File: src/rtl/uart_tx_arb.sv
// Round-robin transmit arbiter sharing one uart_top transmitter among NREQ byte sources.
// Latches one byte per grant, holds newdata for two bit times, then waits for done or timeout.
module uart_tx_arb #(
    parameter int unsigned NREQ     = 4,
    parameter int unsigned CLK_FREQ = 1000000,
    parameter int unsigned BAUD     = 9600
) (
    input  logic                    clk,
    input  logic                    rst,
    input  logic [NREQ-1:0]         req,
    input  logic [8*NREQ-1:0]       req_data,
    output logic [NREQ-1:0]         gnt,
    output logic [NREQ-1:0]         done,
    output logic [NREQ-1:0]         err,
    output logic [7:0]              dintx,
    output logic                    newdata,
    input  logic                    donetx,
    output logic                    busy,
    output logic [$clog2(NREQ)-1:0] owner
);

    localparam int unsigned IW       = $clog2(NREQ);
    localparam int unsigned BIT_CYC  = CLK_FREQ / BAUD;
    localparam int unsigned HOLD_CYC = 2 * BIT_CYC;
    localparam int unsigned TMO_CYC  = 16 * BIT_CYC;
    localparam int unsigned CW       = $clog2(TMO_CYC + 1);

    typedef enum logic [1:0] {
        IDLE  = 2'd0,
        SEND  = 2'd1,
        WAIT  = 2'd2,
        DRAIN = 2'd3
    } state_t;

    state_t          state;
    state_t          state_d;
    logic [IW-1:0]   ptr;
    logic [IW-1:0]   ptr_d;
    logic [IW-1:0]   owner_d;
    logic [7:0]      dintx_d;
    logic            newdata_d;
    logic [NREQ-1:0] gnt_d;
    logic [NREQ-1:0] done_d;
    logic [NREQ-1:0] err_d;
    logic            busy_d;
    logic [CW-1:0]   cnt;
    logic [CW-1:0]   cnt_d;
    logic [CW-1:0]   cnt_inc;
    logic            donetx_q;
    logic            donetx_rise;
    logic            pick_found;
    logic [IW-1:0]   pick_idx;

    // First requester at or above ptr, wrapping modulo NREQ
    always_comb begin
        int unsigned j;
        pick_found = 1'b0;
        pick_idx   = '0;
        j          = 0;
        for (int unsigned k = 0; k < NREQ; k++) begin
            j = 32'(ptr) + k;
            if (j >= NREQ) begin
                j = j - NREQ;
            end
            if (!pick_found && req[IW'(j)]) begin
                pick_found = 1'b1;
                pick_idx   = IW'(j);
            end
        end
    end

    assign donetx_rise = donetx & ~donetx_q;
    assign cnt_inc     = (cnt == CW'(TMO_CYC)) ? cnt : cnt + CW'(1);

    always_ff @(posedge clk) begin
        if (rst) begin
            state <= IDLE;
        end else begin
            state <= state_d;
        end
    end

    // Next state and next values of every registered output
    always_comb begin
        state_d   = state;
        ptr_d     = ptr;
        owner_d   = owner;
        dintx_d   = dintx;
        newdata_d = 1'b0;
        gnt_d     = '0;
        done_d    = '0;
        err_d     = '0;
        cnt_d     = cnt_inc;

        case (state)
            IDLE: begin
                cnt_d = cnt;
                if (pick_found) begin
                    gnt_d[pick_idx] = 1'b1;
                    dintx_d         = req_data[{pick_idx, 3'b000} +: 8];
                    owner_d         = pick_idx;
                    ptr_d           = (pick_idx == IW'(NREQ - 1)) ? '0 : pick_idx + IW'(1);
                    cnt_d           = '0;
                    newdata_d       = 1'b1;
                    state_d         = SEND;
                end
            end
            SEND: begin
                if (cnt == CW'(HOLD_CYC - 1)) begin
                    state_d = WAIT;
                end else begin
                    newdata_d = 1'b1;
                end
            end
            WAIT: begin
                // A genuine completion wins over a timeout landing in the same cycle
                if (donetx_rise) begin
                    done_d[owner] = 1'b1;
                    state_d       = DRAIN;
                end else if (cnt >= CW'(TMO_CYC - 1)) begin
                    err_d[owner] = 1'b1;
                    state_d      = DRAIN;
                end
            end
            DRAIN: begin
                if (!donetx) begin
                    state_d = IDLE;
                end
            end
            default: begin
                state_d = IDLE;
            end
        endcase

        busy_d = (state_d != IDLE);
    end

    always_ff @(posedge clk) begin
        if (rst) begin
            ptr      <= '0;
            owner    <= '0;
            dintx    <= '0;
            newdata  <= 1'b0;
            gnt      <= '0;
            done     <= '0;
            err      <= '0;
            busy     <= 1'b0;
            cnt      <= '0;
            donetx_q <= 1'b0;
        end else begin
            ptr      <= ptr_d;
            owner    <= owner_d;
            dintx    <= dintx_d;
            newdata  <= newdata_d;
            gnt      <= gnt_d;
            done     <= done_d;
            err      <= err_d;
            busy     <= busy_d;
            cnt      <= cnt_d;
            donetx_q <= donetx;
        end
    end

endmodule

File: config.mk
export PLATFORM = sky130hd
export DESIGN_NAME = uart_tx_arb
export DESIGN_NICKNAME = d
export VERILOG_FILES = /design/src/rtl/uart_tx_arb.sv
export SDC_FILE = /design/constraint.sdc
export NUM_CORES = 1
export LEC_CHECK = 0
export BUFFER_PORTS_ARGS = -buffer_cell sky130_fd_sc_hd__buf_4
export CORE_ASPECT_RATIO = 0.6
export CORE_MARGIN = 5
export CORE_UTILIZATION = 38
export CTS_CLUSTER_DIAMETER = 200
export DETAILED_ROUTE_END_ITERATION = 8
export PLACE_DENSITY = 0.71
export SYNTH_ARGS = -nofsm -noshare
export SYNTH_HDL_FRONTEND = slang
export SYNTH_SLANG_ARGS = --single-unit
File: constraint.sdc
create_clock -name clk -period 6.98 [get_ports clk]
set_clock_uncertainty 0.1 [all_clocks]
set_input_delay 1.745 -clock clk [delete_from_list [all_inputs] [get_ports clk]]
set_output_delay 1.745 -clock clk [all_outputs]
set_load 0.01 [all_outputs]
==> metrics, run 1 <==
Hold Path Sink=dintx[7]; commonest cells after routing, fill and taps aside=62 x buf_4, 40 x dfxtp_1, 25 x nor2_1; synth top area cells=dfxtp_1 41%, nor2_1 4.8%, mux2i_1 4.6%; fin cells=348; clk_lat worst skew=roughly 0.30 ns; switching portion of total power=27.8%; Post-DP HPWL=3970 µm; Mapped Cells=221; YS warnings=0; die height=65.5 µm; WHS Path Cells=2; n_diodes=0; RSZ-0062 raised after global routing=false; Syn-to-layout area delta=31.4%; root buffer cell=clkbuf_8; die area=between 0.006 and 0.007 mm²; Final Cell Area=0.00256 mm²; total wire length=between 5000 and 6000 µm; worst path arrival time=3.86 ns; Worst R2R End=ptr[1]; row cnt=20; clk buf depth=2; ys flop type=dfxtp_1; post-synth top area cell=dfxtp_1; CTS HTree Levels=2; asr flop ratio synth=0%; Slew @ Worst Pin=1.17 ns; logic gate share of total power=19.6%; Setup crit end kind=flop; sequential share of power=roughly half; Synth Net Count=266; maximum vdd drop=0.0000827 V; leakage=1.08 nW; largest net degree at the start of global routing=16; dpl cells=340; post-route minimum period=3.73 ns; CTS tree=built; Required @ worst endpoint=a little over 7 ns; Max Fanout on Critical Path=13; Worst path max stage delay=approximately 0.96 ns; wire per inst=14.4 µm; fraction of layout cells with a size suffix above 1=28.4%; Iter 0 DRT Violations=94; status=complete, no violations; Hold WC Path Type=reg -> reg; most common cell after layout, fill and taps aside=buf_4; hold slack=0.379 ns; Worst Setup Start Kind=input pin; gpl congestion=about 0.86; EDFF count, synth=0; clock slew at reported path FFs=0.07 ns; top cell type's share of synthesized area=between 40% and 50%; first-pass GRT wire length=around 7900 µm; via count=1815; #FFs+latches synth=40; Sink Count=40; post-synthesis area per instance=8.82 µm²; drt pass-1 iters=4; initial antenna violation count=0; detailed-route DRC error count=0; nets@finish=326; Max stage delay cell, worst path=nor3_2; sequential area share after synthesis=41.1%; Crit Path Class=in -> reg; Post-CTS Resized=0; io pins=between 60 and 70; Setup TNS=0 ns; max capacitance violation total=0; Reg2Reg Setup Slack=4.30 ns; total grt overflow=0; hold-fix buffers at CTS=0; critical path cell sequence=buf_4 -> mux2i_1 -> nor2_1 -> nor3_2 -> inv_1 -> ha_1 -> nand2_1 -> a21oi_1; final max-slew violation count=0; Post-DP Area=0.00246 mm²; reg-to-reg startpoint=ptr[1]; P_int=0.000371 W; Antenna Nets Post-Route=0; Peak Freq=~270 MHz; final-report hold violation count=0; Distinct cells, synth=45; Initial Util=between 30% and 40%; vias per std cell=about 5.2; port bufs=62; Post-CTS Setup Inserts=0; min-delay src=dintx[7]; post-synthesis instance area=between 0.0015 and 0.002 mm²; total track usage=15.2%; core footprint=0.00500 mm²; endpoints failing setup=0; switching power total=0.000143 W; Die Wd=between 100 and 150 µm; crit path launch=req[2]; PD cells=201 mW/mm²; Worst R2R Path Depth=7; Worst slew margin=a little over a fifth; clock buffer count from CTS=5; number of global-route vias before repair=between 1500 and 2000; period utilization=53.4%; Clk network pwr share=31.6%
==> worst max path at each step <==
stage | cells past startpoint | endpoint
after CTS | 8 | ptr[1]
final | 8 | ptr[1]
after global placement | 8 | ptr[1]
after global routing | 8 | ptr[1]
after detailed placement | 8 | ptr[1]
after floorplan | 7 | ptr[0]
==> critical path, delay by kind of cell <==
family | cells | cell delay [ns]
and+or+nand+nor | 3 | 1.18
buffers and inverters | 2 | 0.29
muxes | 1 | 0.17
AOI/OAI and AO/OA | 1 | 0.14
adders and majority gates | 1 | 0.33
==> final cells by class <==
cell class | instances | area, µm²
Timing Repair Buffer | 62 | 465
Fill cell | 503 | 2440
Clock buffer | 6 | 82.6
Clock inverter | 2 | 15.0
Tap cell | 66 | 82.6
Multi-Input combinational cell | 166 | 1090
Inverter | 6 | 22.5
Sequential cell | 40 | 801
==> per-stage QoR <==
step                      setup WS, ns  util [%]  total power, W
after CTS                         3.25      51.2        0.000520
after global routing              2.99      51.2        0.000544
after floorplan                   3.52         -        0.000311
after detailed placement          2.96      49.2        0.000357
after global placement            3.06      49.2        0.000355
final                             3.25      51.2        0.000514
==> sequential cells by signal, indices dropped and copies added, names as in the netlist <==
| register | flops |
|---|---|
| dintx | 8 |
| owner | 2 |
| done | 4 |
| ptr | 2 |
| busy | 1 |
| cnt | 11 |
| gnt | 4 |
| newdata | 1 |
| err | 4 |
| state | 2 |
| donetx_q | 1 |
==> logic make-up (layout without fill, tap and decap cells) <==
kind of cell	after synthesis	in the layout	synth area share, %
xor+xnor	9	9	4.05
fa+ha+maj	6	6	3.85
flops	40	40	41.1
compound gates	46	46	16.4
buf+inv	15	76	3.15
simple gates	96	96	26.8
mux	9	9	4.62
==> Yosys cell counts, types with 4 or more instances <==
cell and number:
dfxtp_1 40, nor2_1 25, nand2_1 21, a21oi_1 9, mux2i_1 9, o211ai_1 9
o21ai_0 9, and4_1 8, nor3_1 8, o31a_1 8, clkbuf_1 6, ha_1 6
inv_1 6, xor2_1 5, and2_1 4, nand2b_1 4, xnor2_1 4
==> per-layer routing <==
layer	global-route usage, %	vias to the layer above	share of wire (%)
li1	-	916	-
met3	3.82	11	8.9
met2	21.4	66	40
met1	21.8	822	49
met4	6.71	0	1.9
met5	0	-	0
==> power by group through the flow <==
stage	Clock (W)	Sequential (W)	Combinational, W
6_report	0.000162	0.000251	0.000101
3_3_place_gp	0	0.000256	0.0000995
2_1_floorplan	0	0.000257	0.0000549
5_1_grt	0.000179	0.000253	0.000112
3_5_place_dp	0	0.000256	0.000101
4_1_cts	0.000167	0.000251	0.000101
Note: power is estimated with default switching activity, not from simulation.
==> run 2, diff against run 1 <==
--- a/config.mk
+++ b/config.mk
@@ -11,7 +11,7 @@
 export CORE_UTILIZATION = 38
 export CTS_CLUSTER_DIAMETER = 200
 export DETAILED_ROUTE_END_ITERATION = 8
-export PLACE_DENSITY = 0.71
+export PLACE_DENSITY = 0.73
 export SYNTH_ARGS = -nofsm -noshare
 export SYNTH_HDL_FRONTEND = slang
 export SYNTH_SLANG_ARGS = --single-unit
==> constraint.sdc (replaced) <==
create_clock -name clk -period 3.19 [get_ports clk]
set_clock_uncertainty 0.1 [all_clocks]
set_input_delay 0.7975 -clock clk [delete_from_list [all_inputs] [get_ports clk]]
set_output_delay 0.7975 -clock clk [all_outputs]
set_load 0.01 [all_outputs]
==> run 2 against run 1 <==
- global-route usage is 0.073 points higher
- combinational power increased by 130%
- sequential share of layout area is 0.56 points lower
- via count up 2.9%
- worst setup slack lost 2.6 ns
- critical path depth did not move
- critical endpoint unchanged
==> metrics, run 2 (synthesis results as in run 1) <==
status=complete, no violations; P_int=0.000897 W (+140%); Clk network pwr share=35.9% (+4.3 points); Worst Setup Start Kind=input pin; Worst R2R End=ptr[1]; port bufs=62 (unchanged); RSZ-0062 raised after global routing=false; Syn-to-layout area delta=33.8%; period utilization=78.8%; Hold WC Path Type=reg -> reg; initial antenna violation count=0 (unchanged); Largest regs=cnt (11), dintx (8); sequential share of power=45.3% (-3.5 points); Die Wd=102 µm (unchanged); Crit Path Class=in -> reg; endpoints failing setup=0 (unchanged); Setup crit end kind=flop; post-route minimum period=2.51 ns; min-delay src=dintx[5]; Post-CTS Setup Inserts=0 (unchanged); max FFs per register=11 (unchanged); Setup TNS=0 ns (unchanged); total track usage=15.3% (+0.073 points); Largest Register=cnt; die area=0.00671 mm² (unchanged); hold slack=0.383 ns (+0.00404 ns); hold-fix buffers at CTS=0 (unchanged); Required @ worst endpoint=3.31 ns (-3.80 ns); Antenna Nets Post-Route=0 (unchanged); fraction of layout cells with a size suffix above 1=29.1% (+0.75 points); Slew @ Worst Pin=0.892 ns (-0.282 ns); leakage=1.11 nW (+3.1%); nets@finish=329 (+0.92%); detailed-route DRC error count=0 (unchanged); CTS tree=built; total grt overflow=0 (unchanged); Worst slew margin=40.0% (+19 points); logic gate share of total power=18.9% (-0.7 points); final max-slew violation count=0 (unchanged); PD cells=464 mW/mm² (+130%); most common cell after layout, fill and taps aside=buf_4; Post-CTS Resized=0 (unchanged); Reg2Reg Setup Slack=0.77 ns (-3.53 ns); WHS Path Cells=2 (unchanged); Post-DP HPWL=3960 µm (-0.23%); CTS HTree Levels=2 (unchanged); switching power total=0.000313 W (+120%); clk buf depth=2 (unchanged); Worst R2R Path Depth=7 (unchanged); Sink Count=40 (unchanged); maximum vdd drop=0.000234 V (+180%); Peak Freq=398 MHz; Hold Path Sink=dintx[5]; io pins=63 (unchanged); core footprint=0.00500 mm² (unchanged); drt pass-1 iters=4 (unchanged); Initial Util=38.9% (unchanged); Max Fanout on Critical Path=10 (-3); reg-to-reg startpoint=ptr[1]; total wire length=5080 µm (+1.2%); clock buffer count from CTS=5 (unchanged); clock slew at reported path FFs=0.08 ns (about the same); final-report hold violation count=0 (unchanged); die height=65.5 µm (unchanged); clk_lat worst skew=0.29 ns (about the same); worst path arrival time=2.63 ns (-1.23 ns); largest net degree at the start of global routing=16 (unchanged); wire per inst=14.5 µm (+0.37%); max capacitance violation total=0 (unchanged); via count=1868 (+2.9%); first-pass GRT wire length=8110 µm (+3.0%); commonest cells after routing, fill and taps aside=65 x buf_4, 40 x dfxtp_1, 25 x nor2_1; switching portion of total power=25.9% (-1.9 points); Iter 0 DRT Violations=64 (-32%); row cnt=20 (unchanged); Final Util=52.1% (+0.93 points); gpl congestion=0.839 (-2.9%); vias per std cell=5.32 (+2.0%); n_diodes=0 (unchanged); root buffer cell=clkbuf_8; number of global-route vias before repair=1722 (+4.4%)
run 2: cell count changes in the layout (fill, tap and decap cells not counted), sizes merged:
cell      before  now
clkinv         0    1
bufinv         0    1
clkinvlp       2    0
buf           62   65
run 2: power by group through the flow:
| stage | clock network (W) | logic, W | registers (W) |
|---|---|---|---|
| detailed placement | 0 | 0.000226 | 0.000560 |
| finish | 0.000434 | 0.000228 | 0.000548 |
| floorplan | 0 | 0.000120 | 0.000562 |
| global placement | 0 | 0.000222 | 0.000560 |
| global route | 0.000465 | 0.000251 | 0.000552 |
| CTS | 0.000444 | 0.000227 | 0.000548 |
run 2: per-stage QoR:
stage	cells	area, µm²	setup slack (ns)	power, W
3_3_place_gp	343	2480	0.519	0.000782
5_1_grt	351	2610	0.521	0.00127
3_5_place_dp	343	2480	0.455	0.000785
4_1_cts	351	2610	0.687	0.00122
2_1_floorplan	221	1950	0.680	0.000682
6_report	351	2610	0.677	0.00121
run 2: metal layers:
metal / share of wire (%) / GRT usage, % / wire [µm]
met5: 0 / 0 / 0
met4: 0.81 / 4.09 / 41
met3: 9.6 / 5.09 / 488
met2: 41 / 21.2 / 2070
met1: 49 / 22.4 / 2480
run 2: worst max path at each step:
stage / startpoint / depth (start not counted) / slack (ns) / end
final: req[2] / 8 / 0.68 / ptr[1]
after global routing: req[2] / 8 / 0.52 / ptr[1]
after CTS: req[2] / 8 / 0.69 / ptr[1]
after detailed placement: req[2] / 8 / 0.46 / ptr[1]
after global placement: req[2] / 8 / 0.52 / ptr[1]
after floorplan: req[3] / 7 / 0.68 / ptr[0]
run 2: cell type report:
class	instances	area (µm²)
Sequential cell	40	801
Inverter	6	22.5
Fill cell	479	2400
Multi-Input combinational cell	166	1090
Clock inverter	2	38.8
Clock buffer	6	82.6
Timing Repair Buffer	65	488
Tap cell	66	82.6
run 2: worst max-delay path, stage by stage:
cell     delay (ns)
buf_4          0.12
mux2i_1        0.15
nor2_1         0.17
nor3_2         0.68
inv_1          0.17
ha_1           0.32
nand2_1        0.05
a21oi_1        0.16
==> run 3, diff against run 2 <==
--- a/config.mk
+++ b/config.mk
@@ -11,7 +11,7 @@
 export CORE_UTILIZATION = 38
 export CTS_CLUSTER_DIAMETER = 200
 export DETAILED_ROUTE_END_ITERATION = 8
-export PLACE_DENSITY = 0.73
+export PLACE_DENSITY = 0.71
 export SYNTH_ARGS = -nofsm -noshare
 export SYNTH_HDL_FRONTEND = slang
 export SYNTH_SLANG_ARGS = --single-unit
==> constraint.sdc (replaced) <==
create_clock -name clk -period 2.6 [get_ports clk]
set_clock_uncertainty 0.1 [all_clocks]
set_input_delay 0.65 -clock clk [delete_from_list [all_inputs] [get_ports clk]]
set_output_delay 0.65 -clock clk [all_outputs]
set_load 0.01 [all_outputs]
==> run 3 against run 2 <==
- core utilization grew 0.42 points
- global-route usage is 0.38 points higher
- critical path type is now reg -> reg
- worst setup slack worse by 0.32 ns
- critical path depth decreased by 2
- register-to-register slack lost 0.42 ns
- via count decreased by 1.4%
- first-iteration DRC count rose to 3.3 times the previous value
- non-clock buffer count is 6 higher
==> metrics, run 3 (synthesis results as in run 1) <==
CTS HTree Levels=2 (unchanged); port bufs=62 (unchanged); largest net degree at the start of global routing=15 (-1); dpl ws=0.110 ns (-0.345 ns); endpoints failing setup=0 (unchanged); Slew @ Worst Pin=0.758 ns (-0.134 ns); Fillers=482 (+0.63%); Post-DP Area=0.00253 mm² (+1.8%); core footprint=0.00500 mm² (unchanged); io pins=63 (unchanged); period utilization=86.4%; area of the multi-input gates=0.00109 mm² (unchanged); Setup TNS=0 ns (unchanged); via count=1841 (-1.4%); Crit path top cell by count=mux2i_1; Initial Util=38.9% (unchanged); root buffer cell=clkbuf_8; PD cells=531 mW/mm² (+14%); row cnt=20 (unchanged); Max stage delay cell, worst path=nor3_2; Largest regs=cnt (11), dintx (8); detailed-route DRC error count=0 (unchanged); Worst slew margin=49.0% (+9.0 points); worst setup margin=0.353 ns (-0.324 ns); min-delay src=dintx[5]; maximum vdd drop=0.000194 V (-17%); clock slew at reported path FFs=0.08 ns (about the same); wire per inst=14.3 µm (-1.4%); status=complete, no violations; Setup crit end kind=flop; overall power=0.00139 W (+15%); most common cell after layout, fill and taps aside=buf_4; die area=0.00671 mm² (unchanged); drt pass-1 iters=4 (unchanged); total track usage=15.7% (+0.38 points); worst path arrival time=2.32 ns (-0.31 ns); n_diodes=0 (unchanged); Syn-to-layout area delta=34.9%; Sink Count=40 (unchanged); max FFs per register=11 (unchanged); first-pass GRT wire length=8200 µm (+1.1%); Worst Setup Start Kind=flop; fraction of layout cells with a size suffix above 1=30.6% (+1.5 points); crit path launch=ptr[1]; final max-slew violation count=0 (unchanged); clk_lat worst skew=0.29 ns (about the same); Post-CTS Setup Inserts=0 (unchanged); register area=801 µm² (unchanged); max capacitance violation total=0 (unchanged); Worst path max stage delay=0.49 ns (-0.19 ns); total grt overflow=0 (unchanged); initial antenna violation count=0 (unchanged); RSZ-0062 raised after global routing=false; gpl congestion=0.849 (+1.2%); post-route minimum period=2.25 ns; Peak Freq=445 MHz; Required @ worst endpoint=2.67 ns (-0.64 ns); Post-DP HPWL=4060 µm (+2.6%); hold-fix buffers at CTS=0 (unchanged); Largest Register=cnt; clk buf depth=2 (unchanged); Antenna Nets Post-Route=0 (unchanged); reg-to-reg startpoint=ptr[1]; Iter 0 DRT Violations=209 (+230%); leakage=1.12 nW (+1.0%); clock buffer count from CTS=5 (unchanged); Crit Path Class=reg -> reg; number of global-route vias before repair=1708 (-0.81%); total wire length=5090 µm (+0.32%); CTS tree=built; commonest cells after routing, fill and taps aside=71 x buf_4, 40 x dfxtp_1, 25 x nor2_1; Post-CTS Resized=0 (unchanged); final-report hold violation count=0 (unchanged); vias per std cell=5.16 (-3.1%); die height=65.5 µm (unchanged); Max Fanout on Critical Path=9 (-1); Die Wd=102 µm (unchanged); Hold WC Path Type=reg -> reg; nets@finish=335 (+1.8%); Final Cell Area=0.00263 mm² (+0.82%); critical path cell sequence=mux2i_1 -> nor2_1 -> nor3_2 -> buf_4 -> mux2i_1 -> o211ai_1
run 3: cell types whose count changed in the layout (fill, tap and decap cells not counted):
cell        before  now
buf_4           65   71
clkinvlp_4       0    2
bufinv_16        1    0
clkinv_4         1    0
run 3: layout make-up:
| class | count | area share, % |
|---|---|---|
| Timing Repair Buffer | 71 | 20.3 |
| Tap cell | 66 | 3.14 |
| Clock buffer | 6 | 3.14 |
| Multi-Input combinational cell | 166 | 41.5 |
| Clock inverter | 2 | 0.571 |
| Sequential cell | 40 | 30.5 |
| Inverter | 6 | 0.857 |
run 3: critical path: cells and delay by family, from the launching register on:
family	cells	cell delay (ns)
compound gates	1	0.11
buf+inv	1	0.31
flops	1	0.45
mux	2	0.49
simple gates	2	0.66
run 3: metrics by stage:
step	cells	hold slack (ns)	util [%]
2_1_floorplan	221	0.354	-
3_3_place_gp	349	0.358	50.6
3_5_place_dp	349	0.366	50.6
4_1_cts	357	0.384	52.5
5_1_grt	357	0.407	52.5
6_report	357	0.378	52.5
run 3: where the power goes:
group	total, W	switching [W]	internal (W)
combinational	0.000291	0.000141	0.000149
sequential	0.000673	0.0000275	0.000646
clock	0.000431	0.000216	0.000215
run 3: final timing paths:
| path | endpoint | slack (ns) | cells after the start |
|---|---|---|---|
| hold reg to reg | dintx[5] | 0.38 | 2 |
| setup reg to reg | dintx[3] | 0.35 | 6 |
| setup / recovery | dintx[3] | 0.35 | 6 |
| hold / removal | dintx[5] | 0.38 | 2 |
run 3: layer usage:
metal  vias to the layer above  GRT usage [%]  wire [µm]
li1                        930              -          -
met4                         0           3.44         12
met2                        63           21.5       2140
met3                         2           3.92        392
met5                         -              0          0
met1                       846           24.2       2550
